$ cat src/rtl/mem_access_ctrl.sv
// -----------------------------------------------------------------------------
// mem_access_ctrl
//
// Sequences MEM-stage data-memory accesses against a variable-latency memory
// that uses a req/ack handshake. While an access is outstanding, the front of
// the pipeline (F/D/E/M registers) is frozen through stall_m. A syscall in the
// M stage gets a one-cycle syscall_go slot. That slot is granted only from
// IDLE, so any earlier memory traffic has already retired through DONE.
//
// Optional build feature (macro MEM_ACCESS_TIMEOUT_EN):
//   If defined, an access abandons the memory after TIMEOUT ACCESS cycles
//   without an ack. It then raises the sticky timeout_err flag. If undefined,
//   ACCESS waits indefinitely and timeout_err is tied low.
//
// Ports:
//   clk, rst_n            clock (rising edge), asynchronous active-low reset
//   mem_to_reg_m          M-stage instruction is a load
//   mem_write_m           M-stage instruction is a store (wins over load)
//   syscall_m             M-stage instruction is a syscall
//   alu_out_m             M-stage effective address
//   write_data_m          M-stage store data
//   mem_req/mem_we        registered request strobe and write enable
//   mem_addr/mem_wdata    registered request address and store data
//   mem_ack/mem_rdata     memory completion pulse and load data
//   read_data_m           last completed load data
//   stall_m               freeze F/D/E/M pipeline registers (combinational)
//   syscall_go            one-cycle pulse: syscall may execute
//   addr_err              one-cycle pulse: misaligned access dropped
//   timeout_err           sticky timeout flag (timeout build only)
// -----------------------------------------------------------------------------
module mem_access_ctrl #(
   parameter int ADDR_W  = 32,
   parameter int DATA_W  = 32,
   parameter int TIMEOUT = 255,
   parameter int TO_W    = 8
) (
   input  logic              clk,
   input  logic              rst_n,
   input  logic              mem_to_reg_m,
   input  logic              mem_write_m,
   input  logic              syscall_m,
   input  logic [ADDR_W-1:0] alu_out_m,
   input  logic [DATA_W-1:0] write_data_m,
   output logic              mem_req,
   output logic              mem_we,
   output logic [ADDR_W-1:0] mem_addr,
   output logic [DATA_W-1:0] mem_wdata,
   input  logic              mem_ack,
   input  logic [DATA_W-1:0] mem_rdata,
   output logic [DATA_W-1:0] read_data_m,
   output logic              stall_m,
   output logic              syscall_go,
   output logic              addr_err,
   output logic              timeout_err
);

   typedef enum logic [1:0] {
      S_IDLE   = 2'd0,
      S_ACCESS = 2'd1,
      S_DONE   = 2'd2,
      S_SYS    = 2'd3
   } state_t;

   state_t r_state;
   state_t w_state_nxt;

   logic w_access;
   logic w_aligned;
   logic w_issue;
   logic w_misalign;
   logic w_ack_done;
   logic w_timeout;
   logic r_addr_err;

   assign w_access   = mem_to_reg_m | mem_write_m;
   assign w_aligned  = (alu_out_m[1:0] == 2'b00);
   assign w_issue    = (r_state == S_IDLE) && w_access &&  w_aligned;
   assign w_misalign = (r_state == S_IDLE) && w_access && !w_aligned;
   assign w_ack_done = (r_state == S_ACCESS) && mem_ack;

   // Next-state and stall decode
   // NOTE: every signal driven here gets a default first, so no path can
   // leave it unassigned and infer a latch.
   always_comb begin
      w_state_nxt = r_state;
      stall_m     = 1'b0;
      case (r_state)
         S_IDLE: begin
            if (w_issue) begin
               stall_m     = 1'b1;
               w_state_nxt = S_ACCESS;
            end else if (!w_access && syscall_m) begin
               stall_m     = 1'b1;
               w_state_nxt = S_SYS;
            end
         end
         S_ACCESS: begin
            stall_m = 1'b1;
            // An ack in the same cycle as a timeout is a normal completion.
            if (mem_ack || w_timeout) begin
               w_state_nxt = S_DONE;
            end
         end
         // DONE releases the pipeline for one cycle so the finished
         // instruction leaves M and is not issued again.
         S_DONE:  w_state_nxt = S_IDLE;
         S_SYS:   w_state_nxt = S_IDLE;
         default: w_state_nxt = S_IDLE;
      endcase
   end

   // State and memory-interface registers
   // NOTE: sequential state uses non-blocking assignments only, so every
   // register samples pre-edge values regardless of statement order.
   always_ff @(posedge clk or negedge rst_n) begin
      if (!rst_n) begin
         r_state     <= S_IDLE;
         r_addr_err  <= 1'b0;
         mem_req     <= 1'b0;
         mem_we      <= 1'b0;
         mem_addr    <= '0;
         mem_wdata   <= '0;
         read_data_m <= '0;
      end else begin
         r_state    <= w_state_nxt;
         r_addr_err <= w_misalign;
         if (w_issue) begin
            mem_req   <= 1'b1;
            mem_we    <= mem_write_m;
            mem_addr  <= alu_out_m;
            mem_wdata <= write_data_m;
         end else if (w_ack_done || w_timeout) begin
            mem_req <= 1'b0;
            mem_we  <= 1'b0;
            // Capture data only for a load that really completed.
            // A timed-out load leaves read_data_m untouched.
            if (w_ack_done && !mem_we) begin
               read_data_m <= mem_rdata;
            end
         end
      end
   end

   assign syscall_go = (r_state == S_SYS);
   assign addr_err   = r_addr_err;

`ifdef MEM_ACCESS_TIMEOUT_EN
   localparam logic [TO_W-1:0] TO_ONE   = {{(TO_W-1){1'b0}}, 1'b1};
   localparam logic [TO_W-1:0] TO_LIMIT = TO_W'(TIMEOUT);

   logic [TO_W-1:0] r_to_cnt;
   logic            r_timeout_err;

   // The counter holds the number of ACCESS cycles already spent without an
   // ack. The timeout fires on the cycle whose increment would reach TIMEOUT.
   assign w_timeout = (r_state == S_ACCESS) && !mem_ack &&
                      ((r_to_cnt + TO_ONE) == TO_LIMIT);

   always_ff @(posedge clk or negedge rst_n) begin
      if (!rst_n) begin
         r_to_cnt      <= '0;
         r_timeout_err <= 1'b0;
      end else begin
         if (w_issue) begin
            r_to_cnt <= '0;
         end else if (r_state == S_ACCESS && !mem_ack) begin
            r_to_cnt <= r_to_cnt + TO_ONE;
         end
         if (w_timeout) begin
            r_timeout_err <= 1'b1;
         end
      end
   end

   assign timeout_err = r_timeout_err;
`else
   // Without the timeout build, the configuration parameters feed nothing.
   logic [TO_W-1:0] w_unused_timeout_cfg;
   assign w_unused_timeout_cfg = TO_W'(TIMEOUT);

   assign w_timeout   = 1'b0;
   assign timeout_err = 1'b0;
`endif

endmodule

$ cat config.mk
export PLATFORM = sky130hd
export DESIGN_NAME = mem_access_ctrl
export DESIGN_NICKNAME = d
export VERILOG_FILES = /design/src/rtl/mem_access_ctrl.sv
export SDC_FILE = /design/constraint.sdc
export NUM_CORES = 1
export LEC_CHECK = 0
export ABC_AREA = 0
export BUFFER_PORTS_ARGS = -buffer_cell sky130_fd_sc_hd__buf_2
export CORE_ASPECT_RATIO = 1.75
export CORE_UTILIZATION = 31
export CTS_CLUSTER_SIZE = 20
export DETAILED_ROUTE_END_ITERATION = 8
export PLACE_DENSITY = 0.55
export SLEW_MARGIN = 5
export SYNTH_ARGS = -nofsm -noshare
export SYNTH_HDL_FRONTEND = slang
export SYNTH_SLANG_ARGS = --single-unit
$ cat constraint.sdc
create_clock -name clk -period 2.3 [get_ports clk]
set_input_delay 0.23 -clock clk [delete_from_list [all_inputs] [get_ports clk]]
set_output_delay 0.23 -clock clk [all_outputs]
set_load 0.005 [all_outputs]
==> Word-level counts from Yosys, hierarchy flattened <==
Index checks and enable logic that the tools add are counted.
{ "op_classes": {"n_eq_ne": 5, "n_mux": 10, "n_bitwise": 2, "reduce_logical": 15} }
{ "ops": {"columns": ["op", "n"], "rows": [
  ["$logic_and A1 B1 Y1", 6],
  ["$mux W2", 3],
  ["$pmux W2 S3", 1],
  ["$mux W1", 5],
  ["$eq A2 B2 Y1 const B", 2],
  ["$logic_not A2 Y1", 2],
  ["$logic_not A1 Y1", 3],
  ["$ne A3 B2 Y1 const B", 1],
  ["$reduce_and A3 Y1", 1],
  ["$eq A2 B1 Y1 const B", 1],
  ["$ne A2 B2 Y1 const B", 1],
  ["$pmux W1 S2", 1],
  ["$reduce_and A2 Y1", 1],
  ["$reduce_bool A2 Y1", 1],
  ["$reduce_or A2 Y1", 1],
  ["$not A1 Y1", 1],
  ["$or A1 B1 Y1", 1]
]} }
{ "word_totals": {"reg_bits": 101} }

==> Logic depth before layout (Yosys ltp) <==
{ "logic_depth": {"word_depth": 6, "depth_mapped": 6, "mapped_depth_nobuf": 3} }

==> Worst setup path before layout <==
OpenSTA, ideal clock, no wires.
{ "synth_timing": {"path_kind": "register to register", "start": "reg r_state[1]", "end": "reg mem_wdata[15]", "setup_ns": 0.125, "arrival_time_ns": 1.673, "slack_ns": 0.502, "stages_incl_launch_ff": 7, "n_path_buf": 4, "cell_sequence": "dfrtp_1 -> buf_6 -> or4b_4 -> buf_6 -> buf_6 -> buf_6 -> mux2_4"} }
{ "synth_between": {"elab_chain_len": 3} }
{ "synth_rtl": {"columns": ["element", "line", "text"], "rows": [
  ["from (decl)", "64", "state_t r_state;"],
  ["from (signal assigned)", "125", "r_state <= w_state_nxt;"],
  ["$logic_not A2 Y1", "77", "assign w_issue = (r_state == S_IDLE) && w_access && w_aligned;"],
  ["$logic_and A1 B1 Y1 (2 in a row)", "77", null],
  ["to (signal assigned)", "131", "mem_wdata <= write_data_m;"],
  ["to (decl)", "47", "output logic [DATA_W-1:0] mem_wdata,"]
]} }
No other way between the ends.
A chain may end at the register's enable or synchronous reset.

==> Worst setup path after layout <==
{ "layout_timing": {"start": "reg r_state[1]", "end": "out stall_m"} }
{ "layout_between": {"elab_chain_len": 5, "word_cells_on_any_way": 6} }
{ "layout_rtl": {"columns": ["element", "line", "text"], "rows": [
  ["$logic_not A2 Y1", "77, 87", null],
  ["$logic_and A1 B1 Y1 (2 in a row)", "77", null],
  ["$mux W1", "89", "if (w_issue) begin"],
  ["$pmux W1 S2 *", "87", "case (r_state)"],
  ["to (decl)", "51", "output logic stall_m,"]
]} }
Mark *: on every way between the ends. The rest lies on a longest branch, timed or not.

==> flow_summary_export.csv <==
group,metric,value,unit
sta,report.final.hold_viol_count,0,
clocking,tritoncts_num_sinks,101,
sta,setup_viol,0,
layout,multi_input_comb_area,0.00123,mm^2
sta,fin_tns_setup,0,ps
power_and_ir_drop,max-vdd-ir-drop,0.000526,V
detailed_routing,ant_nets,0,
clocking,worst_setup_hold_path_clk_slew,60,ps
floorplanning,die_area,0.0129,mm^2
grt,grt_pass1_vias,2843,
placement,dp.final_hpwl,6430,um
power_and_ir_drop,power_leakage,0.00271,uW
synthesis,synthesis.instances,228,
detailed_routing,avgViaCountPerCell,4.35,
hold_path,whs_path_depth,2,
layout,antenna_cells,0,
layout,post-route-util,44.2,%
outcome,status,"completed",
detailed_routing,drt_wl_total,8560,um
clocking,tritoncts_clock_tree,"built",
detailed_routing,initialDrtViolationCount,59,
sta,relSlewSlack,58.2,%
setup_path,path_max_fanout,26,
layout,growth_of_design_area_from_synthesis_to_finish,38.3,%
setup_path,worst_setup_path_end_kind,"primary output",
synthesis,synth_seq_cells,101,
sta,final.period_utilization,93.4,%
setup_path,arrival,1920,ps
layout,seqCellArea,0.00253,mm^2
clocking,htree_levels,3,
layout,layout.filler_cells,1162,
synthesis,proportion_of_synthesized_chip_area_in_sequential_cells,65.6,%
power_and_ir_drop,power-per-cell-area,1300,mW/mm^2
floorplanning,die_x,86.3,um
clocking,clock_insertion_delay_worst_skew,340,ps
synthesis,syn-mean-instance-area,16.9,um^2
sta,finalCriticalPeriod,2150,ps
sta,rsz_0062_raised_after_global_routing,"false",
synthesis,synth_warnings,0,
floorplanning,rows,53,
floorplanning,io_pins,204,
hold_path,worst_hold_path_type,"input pin to flip-flop",
grt,grt_max_degree,55,
detailed_routing,route.vias.total,2619,
clocking,max-clock-path-buffers,2,
grt,gr-total-overflow,0,
grt,antenna_found_initial,0,
layout,num-nets-final,535,
synthesis,synth.net_count,330,
power_and_ir_drop,power.total,6940,uW
grt,global_route_wire_length_before_repair,13500,um
clocking,tritoncts.num_buffers,9,
floorplanning,start_util,31.9,%
setup_path,critical_path_class,"flip-flop to primary output",
layout,layout-drive-gt1-share,72.5,%
grt,grt.total_usage,13.6,%
detailed_routing,drt_pre_antenna_iters,3,
placement,placement.cell_area,0.00502,mm^2
clocking,cts_root_buf,"sky130_fd_sc_hd__clkbuf_16",
layout,layout.cell_area.non_filler,0.00533,mm^2
sta,tightestPinTransition,627,ps
sta,maxClockFrequency,466,MHz
synthesis,netlist_area,0.00385,mm^2
floorplanning,die_height,150,um
clocking,cts_post_setup_buffers_inserted,0,
sta,clock-skew-final,6.45,ps
placement,gp_routability_congestion,0.700,
setup_path,worstPathRequired,2070,ps
detailed_routing,post_drt_wl_per_cell,14.2,um
flow_run,max_cap_viol_count,0,
floorplanning,std_cell_core_area,0.0121,mm^2
detailed_routing,number_of_drc_violations_after_detailed_routing,0,
setup_path,timing.reg2reg.worst_path_depth,3,
synthesis,yosysUniqueCellTypes,19,
sta,final-max-slew-violation-count,0,
placement,port_buffers,202,
setup_path,worstSetupStartpointType,"flip-flop",
-- routing by layer --
layer / global-route usage [%] / part of all wire, % / up-vias
met5: 0 / 0 / -
met4: 4.75 / 1.1 / 0
met3: 4.69 / 7.3 / 7
met2: 24.7 / 54 / 119
met1: 14.2 / 38 / 1286
li1: - / - / 1207
-- synth_stat cells --
cell                       number  area (um^2)
sky130_fd_sc_hd__buf_2          7         35.0
sky130_fd_sc_hd__mux2i_1        1         10.0
sky130_fd_sc_hd__nor2_1         2         7.51
sky130_fd_sc_hd__mux2_2        80          901
sky130_fd_sc_hd__nand2_1        2         7.51
sky130_fd_sc_hd__a221oi_1       1         8.76
sky130_fd_sc_hd__conb_1         1         3.75
sky130_fd_sc_hd__nor3_1         1         5.00
sky130_fd_sc_hd__o21ai_0        2         10.0
sky130_fd_sc_hd__or4b_4         1         13.8
sky130_fd_sc_hd__a21oi_1        3         15.0
sky130_fd_sc_hd__buf_6          5         56.3
sky130_fd_sc_hd__dfrtp_1      101         2530
sky130_fd_sc_hd__and2_1         3         18.8
sky130_fd_sc_hd__buf_4          1         7.51
sky130_fd_sc_hd__nand3b_1       1         7.51
sky130_fd_sc_hd__nor4_1         1         6.26
sky130_fd_sc_hd__inv_1          1         3.75
sky130_fd_sc_hd__mux2_4        14          210
-- what timing repair did --
action                                  4_1_cts  5_1_grt
hold endpoints to repair                     47        0
hold buffers                                  1        0
endpoints found under the setup margin        0        0
resized for setup                             0        0
-- critical path, stage by stage (launching register included) --
cell and delay (ps):
sky130_fd_sc_hd__dfrtp_1 460, sky130_fd_sc_hd__or4b_4 540, sky130_fd_sc_hd__buf_4 260, sky130_fd_sc_hd__a21oi_1 180, sky130_fd_sc_hd__buf_2 140
-- through the flow --
step | std cells | setup WS (ps) | hold slack (ps)
6_report | 602 | 153 | 111
5_1_grt | 602 | 45.0 | 103
4_1_cts | 602 | 129 | 98.7
3_5_place_dp | 586 | 498 | 296
3_3_place_gp | 586 | 508 | 285
2_1_floorplan | 228 | 502 | -65.6
-- cell families (layout without fill, tap and decap cells) --
kind of cell | count (synthesis) | count (layout) | share of synthesized area, %
AND/OR/NAND/NOR | 11 | 11 | 1.72
AO/OA/AOI/OAI | 6 | 6 | 0.876
buffers and inverters | 14 | 223 | 2.66
flip-flops | 101 | 101 | 65.6
multiplexers | 95 | 95 | 29.1
other | 1 | 1 | 0.0973
-- sequential cells by signal, indices dropped and copies added, names as in the netlist --
register / flops
mem_addr: 32
mem_wdata: 32
read_data_m: 32
r_state: 2
addr_err: 1
mem_req: 1
mem_we: 1
-- placed cells by master (no fill, tap or decap), types with 2 or more instances in the layout --
cell / Yosys / routed
sky130_fd_sc_hd__a21oi_1: 3 / 3
sky130_fd_sc_hd__and2_1: 3 / 3
sky130_fd_sc_hd__mux2_2: 80 / 80
sky130_fd_sc_hd__buf_2: 7 / 201
sky130_fd_sc_hd__dfrtp_1: 101 / 101
sky130_fd_sc_hd__clkbuf_16: 0 / 9
sky130_fd_sc_hd__mux2_4: 14 / 14
sky130_fd_sc_hd__buf_4: 1 / 4
sky130_fd_sc_hd__o21ai_0: 2 / 2
sky130_fd_sc_hd__nand2_1: 2 / 2
sky130_fd_sc_hd__nor2_1: 2 / 2
-- report_power, final --
group / internal, uW / switching (uW)
sequential: 2660 / 429
combinational: 1460 / 870
clock: 871 / 648
-- final timing paths --
kind | end | slack [ps] | start
max in group asynchronous | mem_addr[20] | 1130 | rst_n
max reg2reg | mem_wdata[21] | 500 | r_state[1]
min | r_state[0] | 110 | mem_ack
max | stall_m | 150 | r_state[1]
min reg2reg | mem_addr[1] | 480 | mem_addr[1]
min in group asynchronous | mem_addr[22] | 440 | rst_n
-- layout make-up --
class	count	share of cell area (%)
tap	165	3.87
sequential	101	47.4
timing repair buffer	207	20.0
clock buffer	10	4.48
multi-input combinational	113	23.1
clock inverter	5	1.13
inverter	1	0.0704
(Power assumes the default switching activity.)
